File: config.mk
export PLATFORM = sky130hd
export DESIGN_NAME = elm_hidden_sequencer
export DESIGN_NICKNAME = d
export VERILOG_FILES = /design/src/rtl/elm_hidden_sequencer_pkg.sv /design/src/rtl/elm_hidden_sequencer_act_wait.sv /design/src/rtl/elm_hidden_sequencer.sv
export SDC_FILE = /design/constraint.sdc
export NUM_CORES = 1
export LEC_CHECK = 0
export CORE_ASPECT_RATIO = 1.25
export CORE_UTILIZATION = 40
export DETAILED_ROUTE_END_ITERATION = 8
export GPL_ROUTABILITY_DRIVEN = 0
export GPL_TIMING_DRIVEN = 1
export PLACE_DENSITY = 0.68
export SLEW_MARGIN = 20
export SYNTH_ARGS = -nofsm -noshare
export SYNTH_HDL_FRONTEND = slang
export SYNTH_HIERARCHICAL = 1
export SYNTH_SLANG_ARGS = --single-unit
File: constraint.sdc
create_clock -name clk -period 3.8 [get_ports clk]
set_clock_uncertainty 0.15 [all_clocks]
set_input_delay 0.76 -clock clk [delete_from_list [all_inputs] [get_ports clk]]
set_output_delay 0.76 -clock clk [all_outputs]
set_load 0.02 [all_outputs]
File: src/rtl/elm_hidden_sequencer_pkg.sv
// elm_pkg: sequencer state encoding and default ELM layer dimensions
package elm_pkg;
  typedef enum logic [2:0] {IDLE, CLR, MAC, ACT, WR, DONE} state_t;
  localparam int ELM_N_INPUT  = 9;
  localparam int ELM_N_HIDDEN = 10;
  localparam int ELM_CW       = 4;
  localparam int ELM_HW       = 4;
  localparam int ELM_ACT_LAT  = 2;
endpackage

File: src/rtl/elm_hidden_sequencer_act_wait.sv
// elm_act_wait: activation-latency down-counter, expire high once LAT cycles have elapsed since load
module elm_act_wait #(
  parameter int LAT = 2
) (
  input  logic clk,
  input  logic rst,
  input  logic load,
  input  logic dec,
  output logic expire
);
  localparam int W = LAT > 1 ? $clog2(LAT) : 1;
  logic [W-1:0] cnt;
  // load with LAT-1 so the waiting state lasts exactly LAT cycles
  always_ff @(posedge clk) begin
    if (!rst) cnt <= '0;
    else if (load) cnt <= W'(LAT - 1);
    else if (dec && cnt != '0) cnt <= cnt - 1'b1;
  end
  assign expire = cnt == '0;
endmodule

File: src/rtl/elm_hidden_sequencer.sv
// elm_hidden_sequencer: per-neuron CLR/MAC/ACT/WR sequencing of one ELM hidden-layer pass (optional ELM_SEQ_CHECK_EN adds seq_err)
module elm_hidden_sequencer
  import elm_pkg::*;
#(
  parameter int N_INPUT  = ELM_N_INPUT,
  parameter int N_HIDDEN = ELM_N_HIDDEN,
  parameter int CW       = ELM_CW,
  parameter int HW       = ELM_HW,
  parameter int ACT_LAT  = ELM_ACT_LAT
) (
  input  logic          clk,
  input  logic          rst,
  input  logic          start,
  input  logic          abort,
  input  logic [CW-1:0] count,
  input  logic          count9,
  output logic          en_counter,
  output logic          rst_counter,
  output logic          mac_clr,
  output logic          mac_en,
  output logic          act_en,
  output logic          wr_en,
  output logic [HW-1:0] wr_addr,
  output logic          busy,
`ifdef ELM_SEQ_CHECK_EN
  output logic          seq_err,
`endif
  output logic          done
);
  state_t        state;
  logic [HW-1:0] idx;
  logic          kill;
  logic          act_load;
  logic          act_expire;
  assign kill     = abort && state != IDLE;
  assign act_load = state == MAC && count9 && !abort;
  elm_act_wait #(.LAT(ACT_LAT)) u_act_wait (
    .clk    (clk),
    .rst    (rst),
    .load   (act_load),
    .dec    (state == ACT),
    .expire (act_expire)
  );
  // main FSM; outputs are registered alongside the state they belong to
  always_ff @(posedge clk) begin
    if (!rst) begin
      state       <= IDLE;
      idx         <= '0;
      en_counter  <= 1'b0;
      rst_counter <= 1'b0;
      mac_clr     <= 1'b0;
      mac_en      <= 1'b0;
      act_en      <= 1'b0;
      wr_en       <= 1'b0;
      wr_addr     <= '0;
      busy        <= 1'b0;
      done        <= 1'b0;
    end else begin
      rst_counter <= 1'b0;
      mac_clr     <= 1'b0;
      act_en      <= 1'b0;
      wr_en       <= 1'b0;
      wr_addr     <= '0;
      done        <= 1'b0;
      if (kill) begin
        state       <= IDLE;
        idx         <= '0;
        rst_counter <= 1'b1;
        en_counter  <= 1'b0;
        mac_en      <= 1'b0;
        busy        <= 1'b0;
      end else begin
        case (state)
          IDLE: if (start) begin
            state       <= CLR;
            rst_counter <= 1'b1;
            mac_clr     <= 1'b1;
            busy        <= 1'b1;
          end
          CLR: begin
            state      <= MAC;
            en_counter <= 1'b1;
            mac_en     <= 1'b1;
          end
          MAC: if (count9) begin
            state      <= ACT;
            en_counter <= 1'b0;
            mac_en     <= 1'b0;
            act_en     <= 1'b1;
          end
          ACT: if (act_expire) begin
            state   <= WR;
            wr_en   <= 1'b1;
            wr_addr <= idx;
          end
          WR: if (idx == HW'(N_HIDDEN - 1)) begin
            state <= DONE;
            busy  <= 1'b0;
            done  <= 1'b1;
          end else begin
            state       <= CLR;
            idx         <= idx + 1'b1;
            rst_counter <= 1'b1;
            mac_clr     <= 1'b1;
          end
          DONE: begin
            state <= IDLE;
            idx   <= '0;
          end
          default: state <= IDLE;
        endcase
      end
    end
  end
`ifdef ELM_SEQ_CHECK_EN
  logic [CW-1:0] shadow;
  // shadow of the external counter; any divergence during MAC latches seq_err until reset
  always_ff @(posedge clk) begin
    if (!rst) begin
      shadow  <= '0;
      seq_err <= 1'b0;
    end else begin
      if (state == CLR) shadow <= '0;
      else if (state == MAC) shadow <= shadow + 1'b1;
      if (state == MAC && (count != shadow || count9 != (shadow == CW'(N_INPUT - 1)))) seq_err <= 1'b1;
    end
  end
`endif
endmodule
# Yosys cells after proc, flatten, opt, wreduce, memory -nomap -nowiden

Cells that the tools add are included.

Div/mod/pow operators: 0
Bitwise logic cells: 4
Multipliers: 0
Eq/ne operators: 11
Reduce and logical (&&, ||, !) cells: 20
Add/sub/neg operators: 2
Shift operators: 0
Multiplexer cells: 21
$lt $le $gt $ge: 0

Operator list:

| operator                                       | number |
|---|---|
| one-hot mux 3 bit (5 select lines)             | 1 |
| two-way mux 3 bit                              | 4 |
| two-way mux 1 bit                              | 11 |
| != test 2 bit (second input constant)          | 5 |
| OR reduction 3 bit                             | 3 |
| one-hot mux 4 bit (2 select lines)             | 1 |
| nonzero test 2 bit                             | 4 |
| == test 3 x 2 -> 1 bit (second input constant) | 2 |
| == test 3 bit (second input constant)          | 2 |
| one-hot mux 1 bit (2 select lines)             | 3 |
| AND reduction 3 bit                            | 2 |
| adder 4 x 1 -> 4 bit (second input constant)   | 1 |
| == test 4 bit (second input constant)          | 1 |
| logical AND 1 bit                              | 4 |
| two-way mux 4 bit                              | 1 |
| inverter 1 bit                                 | 4 |
| AND reduction 2 bit                            | 2 |
| OR reduction 4 bit                             | 1 |
| == test 3 x 1 -> 1 bit (second input constant) | 1 |
| zero test 3 bit                                | 1 |
| nonzero test 3 bit                             | 1 |
| OR reduction 2 bit                             | 1 |
| zero test 1 bit                                | 1 |
| subtractor 1 bit (second input constant)       | 1 |

Output and inout bits: 12
Memory bits (read-only): 0
Memories kept: 0
Bits in latches: 0
Register bits after elaboration: 19
Bits in writable memories: 0
Logic and storage cells: 69
Bits of input ports: 9

# Longest topological paths before layout

Gate-level depths: netlist of the first run.

Depth in word-level cells: 4
Mapped depth: 6
Mapped depth without buffers: 5

# Cells and area by module

Netlist of the first run, hierarchy kept.

By module, submodules not included:

| module               | cells each | seq. area each (um^2) | times used | area an instance (um^2) |
|---|---|---|---|---|
| elm_hidden_sequencer | 85         | 360.3                 | 1          | 762.0 |
| elm_act_wait         | 4          | 20.0                  | 1          | 37.5 |

# Worst setup path after synthesis of the first run

No wires, ideal clock.

Path kind: reg-to-output
Start point: reg mac_en
End point: out mac_en
Path buffers: 1
Setup slack: 2.252 ns
Required time: 2.890 ns
Cell stages (with the launch flop): 2
Data arrival time: 0.638 ns
Path through: dfxtp_1 > buf_4

RTL lines:

| item                     | line                       | source |
|---|---|---|
| start: declaration       | elm_hidden_sequencer.sv:20 | `output logic mac_en,` |
| start signal: assignment | elm_hidden_sequencer.sv:52 | `mac_en <= 1'b0;` |
| start signal: assignment | elm_hidden_sequencer.sv:70 | `mac_en <= 1'b0;` |
| start signal: assignment | elm_hidden_sequencer.sv:83 | `mac_en <= 1'b1;` |

No word-level cell between the ends.

# Worst setup path after layout of the first run

Start point: reg mac_en
End point: out mac_en

No word-level cell between the ends.

==> impl_results.md, run 1 <==
* Crit share post-route at between 50% and 60%
* Slowest CP cell: clkdlybuf4s50_1
* Cells after Synth at 89
* Setup Viol. Count Final at 0
* Routed Antenna Nets at 0
* Yosys warnings at 6
* CTS tree: done
* Clock transition at path regs at ~0.11 ns
* Cell Chain, Critical Path: clkdlybuf4s50_1
* TritonCTS Buffers at 3
* Design area at around 1000 um2
* Power Internal at ~0.00027 W
* Vias in the first global route at between 600 and 700
* H-tree levels at 1
* Worst Path Buf+Inv at 1
* Routed len/inst at between 10 and 15 um
* # rows at 17
* Antenna violations before repair at 0
* Dominant delay contributor by cell family on the critical path: buffers and inverters
* Max frequency at between 400 and 500 MHz
* RSZ-0062 raised after global routing: no
* Reg2reg start: state[2]
* Max_cap viols at 0
* Min Tclk post-route at 2.21 ns
* Worst endpoint required time at 2.89 ns
* CTS resizes at 0
* Register-to-Register Path Depth at 3
* Via-to-Cell Ratio at 5.41
* Syn_area_per_cell at approximately 9 um2
* Max-slew violations at 0
* CP Max Fanout at 4
* Combinational power share at between 10% and 20%
* Drt pass-1 iters at 4
* Seq/Total Area, Yosys at a little under half
* # IOs at 21
* Worst path arrival time at 1.30 ns
* Via Count at 671
* Crit path launch type: flip-flop
* Later-pin clock latency in the skew report at between 0.2 and 0.3 ns
* Total net switching power at 0.000104 W
* Post-CTS Hold Buffers at 0
* Die height at 52.0 um
* Pin count of the biggest net entering global routing at 16
* Most frequent cells in the layout: dfxtp_1 (19), clkdlybuf4s50_1 (16), inv_1 (6), nand2_1 (6)
* Critical R2R Capture: idx[3]
* Commonest non-fill, non-tap cell in the layout: dfxtp_1
* Setup crit start: mac_en
* Most used DFF post-synth: dfxtp_1
* Core area at about 1800 um2
* Proportion of layout cells with a drive suffix above 1 at ~5.7%
* Hold Startpoint: busy
* Final hold vios at 0
* Number of diodes at 0
* Setup TNS at 0 ns
* Worst reg-to-reg setup slack at 1.98 ns
* Global route total overflow at 0
* Power share of the sequential group at just under 60%
* Die area at approximately 2200 um2
* CTS root buf: clkbuf_4
* Nets at roughly 120
* Yosys reg bits at 19
* Rel. slew slack at between 60 and 70%
* Synth-to-layout area growth at 23.9%
* Leak at 0.368 nW
* Placed instance area at just under 1000 um2
* Initial Utilization at between 40% and 50%
* # clock sinks at 19
* Number of flops mapped to enable cells by yosys at 0
* Total GRT Usage at around 16%
* Setup Fix Bufs, Post-CTS at 0
* Async SR Flop Fraction at 0%
* Die W at around 42 um
* Dpl hpwl at roughly 1200 um
* Max stage delay on crit path at 0.62 ns
* Switching part of the total power at 27.4%
* Peak supply drop at approximately 0.00019 V
* DRC Markers at 0
* Final WL at approximately 1600 um
* Critical Path Stages at 1
* First-pass GRT wire length at ~2700 um
* Setup CP Type: reg2out
* Syn Nets at 100
* Tightest Pin Transition at between 0.4 and 0.5 ns
* Port Buffers at 16
* Hold WS at 0.349 ns
* DRT iter0 DRCs at 18
* Critical path endpoint: mac_en
* Pwr/cell area at approximately 380 nW/um2
* Cell Area, Synth at between 700 and 800 um2
* HP Class: reg2reg
* Clock network fraction of design power at between 20% and 30%
* Status: finished clean
* CP Capture Type: output pin
* Synth cell types at 32
* Clock Tree Buf Depth at 2
==> cells in the mapped netlist (2+ instances only) <==
cell | instances | share of area, %
a21oi_1 | 5 | 3.1
or3_1 | 2 | 1.6
nand2_1 | 6 | 2.8
clkbuf_1 | 2 | 0.94
and3_1 | 2 | 1.6
nand3_1 | 3 | 1.9
nor2_1 | 4 | 1.9
nand3b_1 | 2 | 1.9
a211oi_1 | 3 | 2.8
ha_1 | 2 | 3.1
o21ai_0 | 5 | 3.1
nor3_1 | 4 | 2.5
nor2b_1 | 3 | 2.3
inv_1 | 6 | 2.8
o21a_1 | 2 | 1.9
nor4_1 | 2 | 1.6
dfxtp_1 | 19 | 48
and2_1 | 3 | 2.3
==> flip-flops by register name (all words and copies together), names as in the netlist <==
| name | flops |
|---|---|
| u_act_wait/cnt | 1 |
| state | 3 |
| rst_counter | 1 |
| busy | 1 |
| mac_en | 1 |
| idx | 4 |
| wr_addr | 4 |
| mac_clr | 1 |
| wr_en | 1 |
| act_en | 1 |
| done | 1 |
==> power by group through the flow <==
stage	Clock, W	Sequential, W	Combinational, W
detailed placement	0	0.000224	0.0000568
global route	0.000112	0.000223	0.0000617
CTS	0.000103	0.000220	0.0000570
global placement	0	0.000224	0.0000561
finish	0.000101	0.000220	0.0000567
floorplan	0	0.000225	0.0000334
==> how the worst min path moves through the flow <==
stage | to | slack (ns) | depth (start not counted)
floorplan | wr_addr[1] | 0.32 | 2
global placement | busy | 0.32 | 2
detailed placement | busy | 0.33 | 2
CTS | busy | 0.35 | 2
global route | busy | 0.37 | 2
finish | busy | 0.35 | 2
==> worst min-delay path, delay by kind of cell (launching register included) <==
family	cells	cell delay, ns
compound gates	2	0.13
flops	1	0.33
==> logic make-up (layout without fill, tap and decap cells) <==
group                    Yosys count  count (layout)  share of synthesized area, %
AND/OR/NAND/NOR                   35              35                          24.9
flip-flops                        19              19                          47.6
AO/OA/AOI/OAI                     22              22                          17.7
multiplexers                       1               1                          1.41
adder cells (fa/ha/maj)            2               2                          3.13
buffers and inverters             10              26                          5.32
==> metrics by stage <==
step / cells / utilization, % / worst slack (ns) / total power, W
floorplan: 89 / - / 2.25 / 0.000258
global placement: 120 / 52.7 / 1.63 / 0.000280
detailed placement: 120 / 52.7 / 1.60 / 0.000281
CTS: 124 / 54.2 / 1.59 / 0.000380
global route: 124 / 54.2 / 1.52 / 0.000396
finish: 124 / 54.2 / 1.59 / 0.000378
==> per-layer routing <==
| metal | global-route usage (%) | share of wire [%] | up-vias |
|---|---|---|---|
| met1 | 20.1 | 48 | 308 |
| met3 | 3.13 | 2.9 | 2 |
| li1 | - | - | 348 |
| met2 | 27.1 | 48 | 13 |
| met5 | 0 | 0 | - |
| met4 | 6.45 | 0.77 | 0 |
==> area by class of cell <==
cell class | instances | area (um2)
fillers | 188 | 838
clock inverters | 1 | 5.00
multi-input cells | 60 | 377
well taps | 19 | 23.8
flip-flops and latches | 19 | 380
inverters | 6 | 22.5
clock buffers | 3 | 22.5
repair buffers | 16 | 160
Note: power is estimated with default switching activity, not from simulation.
==> run 2: changes to the inputs <==
==> constraint.sdc (replaced) <==
create_clock -name clk -period 2.3 [get_ports clk]
set_clock_uncertainty 0.15 [all_clocks]
set_input_delay 0.46 -clock clk [delete_from_list [all_inputs] [get_ports clk]]
set_output_delay 0.46 -clock clk [all_outputs]
set_load 0.02 [all_outputs]
==> run 2 against run 1 <==
  * Cell area is the same
  * Global-route usage grew 1.5 points
  * Worst hold slack lost 0.0024 ns
  * Wire length grew 0.38%
  * Non-clock buffer count is the same
  * Critical path depth is the same
  * Die area is the same
  * Highest routed layer unchanged
==> impl_results.md, run 2 (synthesis results as in run 1) <==
* H-tree levels at 1 (unchanged)
* Clock Tree Buf Depth at 2 (unchanged)
* Later-pin clock latency in the skew report at 0.30 ns (about the same)
* Tightest Pin Transition at 0.475 ns (+0.0178 ns)
* CTS root buf: clkbuf_4
* Critical R2R Capture: idx[0]
* Pin count of the biggest net entering global routing at 16 (unchanged)
* Worst path arrival time at 1.30 ns (about the same)
* Hold Startpoint: busy
* M1 GR Usage at 20.7% (+0.60 points)
* Commonest non-fill, non-tap cell in the layout: dfxtp_1
* Total GRT Usage at 17.6% (+1.5 points)
* Drt pass-1 iters at 3 (-1)
* Routed Antenna Nets at 0 (unchanged)
* Routing usage on met3 at 3.13% (unchanged)
* Number of diodes at 0 (unchanged)
* # clock sinks at 19 (unchanged)
* Pwr/cell area at 633 nW/um2 (+66%)
* Sink of the worst hold path: busy
* DRT iter0 DRCs at 11 (-7)
* Synth-to-layout area growth at 23.9% (unchanged)
* Die W at 42.0 um (unchanged)
* Rel. slew slack at 68.3% (-1.2 points)
* Setup CP Type: reg2out
* Global route total overflow at 0 (unchanged)
* Setup TNS at 0 ns (unchanged)
* Vias in the first global route at 625 (+3.3%)
* Via-to-Cell Ratio at 5.60 (+3.4%)
* Die height at 52.0 um (unchanged)
* Antenna violations before repair at 0 (unchanged)
* Final WL at 1570 um (+0.38%)
* Dpl cells at 120 (unchanged)
* Slowest CP cell: clkdlybuf4s50_1
* Leak at 0.368 nW (unchanged)
* FF/Latch Area at 380 um2 (unchanged)
* Final hold vios at 0 (unchanged)
* Worst reg-to-reg setup slack at 0.44 ns (-1.54 ns)
* Post-CTS Hold Buffers at 0 (unchanged)
* HP Class: reg2reg
* # IOs at 21 (unchanged)
* Nets at 117 (unchanged)
* Setup Fix Bufs, Post-CTS at 0 (unchanged)
* Final Power at 0.000627 W (+66%)
* Worst endpoint required time at 1.69 ns (-1.20 ns)
* Port Buffers at 16 (unchanged)
* Via Count at 694 (+3.4%)
* Max frequency at 523 MHz
* Crit share post-route at just over 80%
* Proportion of layout cells with a drive suffix above 1 at 5.71% (unchanged)
* Peak supply drop at 0.000418 V (+130%)
* Min Tclk post-route at between 1.5 and 2 ns
* Met2 Use GR at 27.6% (+0.52 points)
* Dominant delay contributor by cell family on the critical path: buffers and inverters
* First-pass GRT wire length at 2790 um (+4.1%)
* Reg2reg start: state[2]
* Core area at 1830 um2 (unchanged)
* Crit path launch type: flip-flop
* TritonCTS Buffers at 3 (unchanged)
* CP Max Fanout at 4 (unchanged)
* CTS tree: done
* Die area at 2180 um2 (unchanged)
* RSZ-0062 raised after global routing: no
* CP Capture Type: output pin
* CTS resizes at 0 (unchanged)
* Dpl hpwl at 1150 um (-1.5%)
* Max-slew violations at 0 (unchanged)
* Clock transition at path regs at 0.10 ns (about the same)
* Setup Viol. Count Final at 0 (unchanged)
* Global route hottest layer: met2
* Register-to-Register Path Depth at 3 (unchanged)
* DRC Markers at 0 (unchanged)
* Routed len/inst at 12.7 um (+0.38%)
* Cell Chain, Critical Path: clkdlybuf4s50_1
* Most frequent cells in the layout: dfxtp_1 (19), clkdlybuf4s50_1 (16), inv_1 (6), nand2_1 (6)
* # rows at 17 (unchanged)
* Cell Count, Final, Fillers Out at 124 (unchanged)
* Worst Hold Path Cells at 2 (unchanged)
* Fillers at 174 (-7.4%)
* Max stage delay on crit path at 0.62 ns (about the same)
* Worst Path Buf+Inv at 1 (unchanged)
* Largest regs: idx: 4 flops, wr_addr: 4 flops, state: 3 flops
* Area of the multi-input gates at 377 um2 (unchanged)
* Max_cap viols at 0 (unchanged)
* Initial Utilization at 43.7% (unchanged)
* Status: finished clean
-- run 2: cell counts in the layout (fill, tap and decap cells not counted) --
No cell type changed its count.
-- run 2: metrics by stage --
stage / setup WS [ns] / hold slack (ns) / area, um2 / util [%]
after floorplan: 0.787 / 0.321 / 800 / -
after global placement: 0.449 / 0.324 / 963 / 52.7
after detailed placement: 0.410 / 0.327 / 963 / 52.7
after CTS: 0.370 / 0.346 / 991 / 54.2
after global routing: 0.313 / 0.399 / 991 / 54.2
final: 0.387 / 0.346 / 991 / 54.2
-- run 2: routing by layer --
layer | share of wire [%] | up-vias
li1 | - | 350
met1 | 45 | 325
met2 | 49 | 14
met3 | 2.2 | 5
met4 | 3.5 | 0
met5 | 0 | -
-- run 2: layout make-up --
class,instances,share of cell area [%]
sequential,19,38.4
multi-input combinational,60,38.0
timing repair buffer,16,16.2
tap,19,2.40
clock buffer,3,2.27
inverter,6,2.27
clock inverter,1,0.505
-- run 2: worst max path at each step --
stage | from | slack, ns | to | cells past startpoint
2_1_floorplan | state[0] | 0.79 | idx[0] | 3
3_3_place_gp | abort | 0.45 | idx[1] | 4
3_5_place_dp | abort | 0.41 | idx[1] | 4
4_1_cts | mac_en | 0.37 | mac_en | 1
5_1_grt | mac_en | 0.31 | mac_en | 1
6_report | mac_en | 0.39 | mac_en | 1
-- run 2: power breakdown --
part	internal [W]	switching (W)
sequential	0.000343	0.0000203
clock	0.0000650	0.000105
combinational	0.0000448	0.0000489
